## src/rtl/shifter_pipe.sv

```systemverilog
// shifter_pipe: S-stage pipelined barrel shifter (SLL/SRL/SRA, optional ROR)
// with a valid/ready handshake on both sides. Stage k shifts by 2^k when
// amount bit k is set. A stalled output freezes the whole pipe.
// Optional feature: define SHIFTER_PIPE_ROTATE_EN to make op 11 rotate right;
// otherwise op 11 is a logical right shift.
module shifter_pipe #(
   parameter int N = 32
) (
   input  logic         clk,
   input  logic         rst,
   input  logic         in_valid,
   output logic         in_ready,
   input  logic [N-1:0] in_a,
   input  logic [N-1:0] in_b,
   input  logic [1:0]   in_op,
   output logic         out_valid,
   input  logic         out_ready,
   output logic [N-1:0] out_z
);
   localparam int S = $clog2(N);

   // stage registers
   logic [S-1:0] vld;
   logic [N-1:0] dat [S];
   logic [S-1:0] amt [S];
   logic [1:0]   opr [S];

   // stage inputs (previous stage, or the input port for stage 0)
   logic [S-1:0] vs;
   logic [N-1:0] ds [S];
   logic [S-1:0] as [S];
   logic [1:0]   os [S];

   // next-state values for every stage
   logic [S-1:0] vld_n;
   logic [N-1:0] dat_n [S];
   logic [S-1:0] amt_n [S];
   logic [1:0]   opr_n [S];

   logic stall;

   // upper amount bits are ignored by design; last-stage amount/op have no consumer
   logic unused_bits;
   assign unused_bits = ^{in_b[N-1:S], amt[S-1], opr[S-1]};

   assign stall     = vld[S-1] && !out_ready;
   assign in_ready  = !stall;
   assign out_valid = vld[S-1];
   assign out_z     = dat[S-1];

   // one fixed-distance shift; SRA reuses the current top bit, which after an
   // arithmetic shift is still the original sign of the operand
   function automatic logic [N-1:0] stage_shift(input logic [N-1:0] d,
                                                input logic [1:0] op,
                                                input int unsigned sh);
      logic [N-1:0] r;
      case (op)
         2'b00:   r = d << sh;
         2'b10:   r = N'($signed(d) >>> sh);
`ifdef SHIFTER_PIPE_ROTATE_EN
         2'b11:   r = (d >> sh) | (d << (N - sh));
`endif
         default: r = d >> sh;
      endcase
      return r;
   endfunction

   // route stage inputs and compute each stage's next contents
   always_comb begin
      vs    = '0;
      vld_n = '0;
      vs[0] = in_valid;
      ds[0] = in_a;
      as[0] = in_b[S-1:0];
      os[0] = in_op;
      for (int k = 1; k < S; k++) begin
         vs[k] = vld[k-1];
         ds[k] = dat[k-1];
         as[k] = amt[k-1];
         os[k] = opr[k-1];
      end
      for (int k = 0; k < S; k++) begin
         vld_n[k] = vs[k];
         dat_n[k] = as[k][k] ? stage_shift(ds[k], os[k], 1 << k) : ds[k];
         amt_n[k] = as[k];
         opr_n[k] = os[k];
      end
   end

   // advance all stages together unless the output is stalled; reset flushes
   always_ff @(posedge clk) begin
      if (rst) begin
         vld <= '0;
         for (int k = 0; k < S; k++) begin
            dat[k] <= '0;
            amt[k] <= '0;
            opr[k] <= '0;
         end
      end else if (!stall) begin
         vld <= vld_n;
         for (int k = 0; k < S; k++) begin
            dat[k] <= dat_n[k];
            amt[k] <= amt_n[k];
            opr[k] <= opr_n[k];
         end
      end
   end
endmodule
```

## config.mk

```make
export PLATFORM = sky130hd
export DESIGN_NAME = shifter_pipe
export DESIGN_NICKNAME = d
export VERILOG_FILES = /design/src/rtl/shifter_pipe.sv
export SDC_FILE = /design/constraint.sdc
export NUM_CORES = 1
export LEC_CHECK = 0
export BUFFER_PORTS_ARGS = -buffer_cell sky130_fd_sc_hd__buf_2
export CORE_MARGIN = 1
export CORE_UTILIZATION = 30
export DETAILED_ROUTE_END_ITERATION = 8
export GPL_ROUTABILITY_DRIVEN = 0
export GPL_TIMING_DRIVEN = 0
export PLACE_DENSITY = 0.49
export SYNTH_ARGS = -nofsm -noshare
export SYNTH_HDL_FRONTEND = slang
export SYNTH_SLANG_ARGS = --single-unit
```

## constraint.sdc

```tcl
create_clock -name clk -period 6.6 [get_ports clk]
set_clock_uncertainty 0.15 [all_clocks]
set_input_delay 0 -clock clk [delete_from_list [all_inputs] [get_ports clk]]
set_output_delay 0 -clock clk [all_outputs]
set_load 0.01 [all_outputs]
```

==> impl_metrics.toml, run 1 <==
[outcome]
status = "finished clean"

[timing]
tightest_slew_ns = 0.900
rsz0062_at_grt = "no"
final.setup.worst_slack_ns = 4.14
finalHoldViolCount = 0
finalMaxSlewViolations = 0
setup_viol = 0
max_freq_mhz = 406
min_period_over_period = 0.373
fin_crit_ns = 2.46
relSlewSlack = 0.400

[floorplanning]
fp.dieH_um = 182
rows = 65
start_util = 0.307
dieArea_um2 = 33200
core-area_um2 = 31800
io_pins = 104
die_width_um = 182

[synthesis]
yosys-top-cells-count = "nand2_1 (233), edfxtp_1 (178), nor2_1 (129)"
synth_ff_type = "edfxtp_1"
synthMostInstantiatedCell = "nand2_1"
ys_seq_elements = 183
ys_seq_area_frac = 0.559
synth-edff-count = 178
synth_area_leaders = "edfxtp_1 (55%), nand2_1 (9.0%), a311oi_2 (6.2%)"
synth_top_area_share = 0.548
ys_types = 25
yosys.area.top_type = "edfxtp_1"
syn_area_per_cell_um2 = 10.5
synth_cells = 931
synthArstFlopShare = 0
yosysWarnings = 0
syn_nets = 1001
synth_area_um2 = 9750

[grt]
grtUsageTotal = 0.143
grt_max_degree = 71
grt_overflow_total = 0
grt_first_pass_wirelength_um = 37100
grt_pass1_vias = 7120
grt_antenna_before_repair = 0

[cells_and_area]
layout.nets = 1160
syn_to_final_growth_pct = 22.5
drive_gt1_frac = 0.229
utilization = 0.375
diodes = 0

[routing]
remaining_drc_errors = 0
drt-total-wl_um = 23200
wire_per_inst_um = 15.1
drtAntennaViolNets = 0
viasPerCell = 4.75
detail_route.first_pass.iterations = 6
vias = 7308
drt_iter0_drc = 484

[clocking]
cts.sink_count = 183
numCtsBuffers = 17
cts-root-buf = "clkbuf_16"
htree_levels = 4
cts_tree = "yes"
clk_latency_ns = 0.44
cts_buffer_depth = 2
path_clk_slew_ns = 0.08

[critical_path]
crit_chain = "nor2b_1, buf_6, nand2b_4, buf_12, buf_16"
cp-start-kind = "register"
endpoint_kind = "register"
max_stage_delay_ns = 0.66
critPathSlowestCell = "nand2b_4"
critPathArrivalTime_ns = 2.42
critPathMaxFanout = 70
required_ns = 6.55
worstSetupPathType = "reg2reg"

[power_and_ir_drop]
power.total_uw = 2720
powerDensity_nw_per_um2 = 228
leakage_uw = 0.00438
vdd_drop_max_v = 0.000179

[flow_run]
drv_cap = 0

[placed_design]
hpwl_um = 17000
dpl_worst_slack_ns = 4.12
io_buffers = 75

[hold_path]
hold_class = "in2reg"
## power breakdown
group	total, µW	internal [µW]	leakage [µW]	switching (µW)
Clock	996	506	0.000280	490
Combinational	327	140	0.00194	186
Sequential	1400	1350	0.00216	52.3
## through the flow
| step | cells | hold slack (ns) | instance area (µm²) | setup TNS (ns) |
|---|---|---|---|---|
| after global placement | 1441 | 0.0988 | 10700 | -66.86 |
| after CTS | 1538 | 0.0125 | 11900 | 0 |
| after detailed placement | 1443 | 0.101 | 10700 | 0 |
| final | 1538 | 0.0256 | 11900 | 0 |
| after floorplan | 931 | -0.0809 | 9750 | 0 |
| after global routing | 1538 | 0.0604 | 11900 | 0 |
## cell type report
type	instances	area [µm²]
fillers	3180	19900
flip-flops and latches	183	5450
multi-input cells	637	3660
repair buffers	140	1050
plain buffers	110	641
well taps	435	544
clock buffers	17	425
clock inverters	15	161
inverters	1	8.76
## critical path, delay by kind of cell, from the launching register on
kind / cells / cell delay [ns]
DFF: 1 / 0.31
buffers and inverters: 3 / 0.78
and+or+nand+nor: 2 / 0.80
## logic make-up after synthesis
group / synth area share
buffers and inverters: 0.0666
DFF: 0.559
AOI/OAI and AO/OA: 0.171
and+or+nand+nor: 0.202
muxes: 0.00116
## final timing paths
check        startpoint          end  slack [ns]  cells after the start
max              vld[4]  dat[0][121]        4.14                      5
min             in_b[0]    dat[0][1]        0.03                      3
max reg2reg      vld[4]  dat[0][121]        4.14                      5
min reg2reg      vld[3]       vld[3]        0.31                      2
## routing by layer
| metal | part of all wire | track usage |
|---|---|---|
| met1 | 0.44 | 0.170 |
| met5 | 0 | 0 |
| met4 | 0.029 | 0.0592 |
| met3 | 0.034 | 0.0245 |
| met2 | 0.49 | 0.255 |
## repair_timing
item,in CTS,in global routing
hold endpoints to repair,43,0
setup buffers,0,0
gates resized for setup,0,0
hold buffers,63,0
## placed cells by master, fill, tap and decap left out, types with 5 or more instances in the layout
master	instances
buf_6	9
a21oi_1	40
dfxtp_1	5
nand2b_1	38
edfxtp_1	178
or2_2	5
and2_1	18
dlygate4sd3_1	63
nor2_1	129
a311oi_2	40
a311oi_1	58
nand3_1	32
clkbuf_1	39
buf_4	33
clkbuf_16	17
nand2_1	233
a211oi_2	23
buf_2	104
clkinv_4	5
nand3b_1	6
## sequential cells by signal (all words and copies together) (netlist names)
name,flops
amt,10
vld,5
opr,8
dat,160
(Power assumes the default switching activity.)
==> inputs of run 2 (changes only) <==
- PLACE_DENSITY: 0.49 -> 0.51
- clock period: 6.6 -> 2 ns (I/O delays scaled with it)
==> impl_metrics.toml, run 2 (synthesis results as in run 1) <==
[timing]
rsz0062_at_grt = "no"
hold-worst-slack_ns = 0.0272
fin_crit_ns = 1.95
final.setup.worst_slack_ns = 0.0545
min_period_over_period = 0.973
tns_ns = 0
finalMaxSlewViolations = 0
max_freq_mhz = 514
finalHoldViolCount = 0
relSlewSlack = 0.433
setup_viol = 0
tightest_slew_ns = 0.851

[cells_and_area]
final_cell_area_um2 = 11900
drive_gt1_frac = 0.243
largest_reg_flops = 160
top_register = "dat"
fillers = 3151
diodes = 0
final_common_cell = "nand2_1"
layout.nets = 1144
syn_to_final_growth_pct = 21.9
largest_registers = "dat: 160 flops, amt: 10 flops, opr: 8 flops"
instances_no_fill = 1522
layout_common_cells = "nand2_1 (233), edfxtp_1 (178), nor2_1 (127)"

[critical_path]
worstSetupPathType = "reg2reg"
critPathMaxFanout = 10
cp-startpoint = "opr[0][4]"
reg2reg_from = "opr[0][4]"
required_ns = 2.03
critPathArrivalTime_ns = 1.98
cp-start-kind = "register"
endpoint_kind = "register"

[clocking]
cts.sink_count = 183
path_clk_slew_ns = 0.07
cts_buffer_depth = 2
cts_tree = "yes"
numCtsBuffers = 17
cts_setup_buffers = 0
clk_latency_ns = 0.44
cts-root-buf = "clkbuf_16"
htree_levels = 4

[routing]
drt-total-wl_um = 23700
remaining_drc_errors = 0
viasPerCell = 4.80
detail_route.first_pass.iterations = 5
wire_per_inst_um = 15.6
vias = 7304
drt_iter0_drc = 454
drtAntennaViolNets = 0

[floorplanning]
start_util = 0.307
rows = 65
dieArea_um2 = 33200
core-area_um2 = 31800
fp.dieH_um = 182
die_width_um = 182
io_pins = 104

[placed_design]
dpl_worst_slack_ns = -0.439
hpwl_um = 16700
dpl_cell_area_um2 = 10700
io_buffers = 75
dp.cells = 1443

[grt]
grt_pass1_vias = 6986
grt_antenna_before_repair = 0
grt_max_degree = 63
grtUsageTotal = 0.141
grt_first_pass_wirelength_um = 36700
grt_overflow_total = 0

[power_and_ir_drop]
powerDensity_nw_per_um2 = 774
leakage_uw = 0.00433
vdd_drop_max_v = 0.000634

[hold_path]
hold_class = "in2reg"
min_from = "in_b[0]"

[flow_run]
drv_cap = 0

[outcome]
status = "finished clean"
[run 2: cell count changes in the layout (fill, tap and decap cells not counted), moves of 3 or more]
cell and delta:
clkbuf_2 +4, clkinv_8 -3, bufinv_16 +3, clkinvlp_4 +3, clkinv_4 -4, dlygate4sd3_1 -20, clkbuf_1 -4
[run 2: repair_timing]
| action | CTS | global route |
|---|---|---|
| pin swaps | 0 | 0 |
| hold buffers | 43 | 0 |
| hold endpoints to repair | 43 | 0 |
| cloned | 2 | 2 |
| setup endpoints to repair | 111 | 124 |
| gates resized for setup | 2 | 14 |
[run 2: stage by stage]
| step | util | total power [µW] |
|---|---|---|
| after CTS | 0.371 | 9250 |
| after detailed placement | 0.338 | 5680 |
| after floorplan | - | 5330 |
| final | 0.374 | 9200 |
| after global routing | 0.374 | 9530 |
| after global placement | 0.336 | 5660 |
[run 2: power by group]
part | leakage [µW] | total, µW | switching (µW) | internal [µW]
Combinational | 0.00188 | 1050 | 613 | 433
Sequential | 0.00216 | 4620 | 174 | 4450
Clock | 0.000284 | 3530 | 1540 | 1990
[run 2: cell type report]
| type | instances | area (µm²) | area share |
|---|---|---|---|
| Timing Repair Buffer | 122 | 911 | 0.0767 |
| Clock buffer | 17 | 425 | 0.0358 |
| Multi-Input combinational cell | 639 | 3700 | 0.311 |
| Tap cell | 435 | 544 | 0.0458 |
| Clock inverter | 15 | 189 | 0.0159 |
| Sequential cell | 183 | 5450 | 0.458 |
| Inverter | 1 | 8.76 | 0.000737 |
| Buffer | 110 | 658 | 0.0554 |
[run 2: layer usage]
layer | routed length [µm] | vias to the layer above | track usage | part of all wire
met5 | 0 | - | 0 | 0
met2 | 11700 | 185 | 0.249 | 0.49
met4 | 548 | 0 | 0.0548 | 0.023
li1 | - | 3609 | - | -
met3 | 754 | 32 | 0.0267 | 0.032
met1 | 10800 | 3478 | 0.171 | 0.45
[run 2: path summary, 6_finish.rpt]
path                  to  slack (ns)  depth (start not counted)
max          dat[0][116]        0.05                          4
min            dat[0][1]        0.03                          3
max reg2reg  dat[0][116]        0.05                          4
min reg2reg       vld[2]        0.30                          2
[run 2: critical path, cell delays in order, from the launching register on]
cell and delay, ns:
edfxtp_1 0.46, nor2_2 0.29, buf_2 0.27, nand2_1 0.08, a311oi_1 0.45
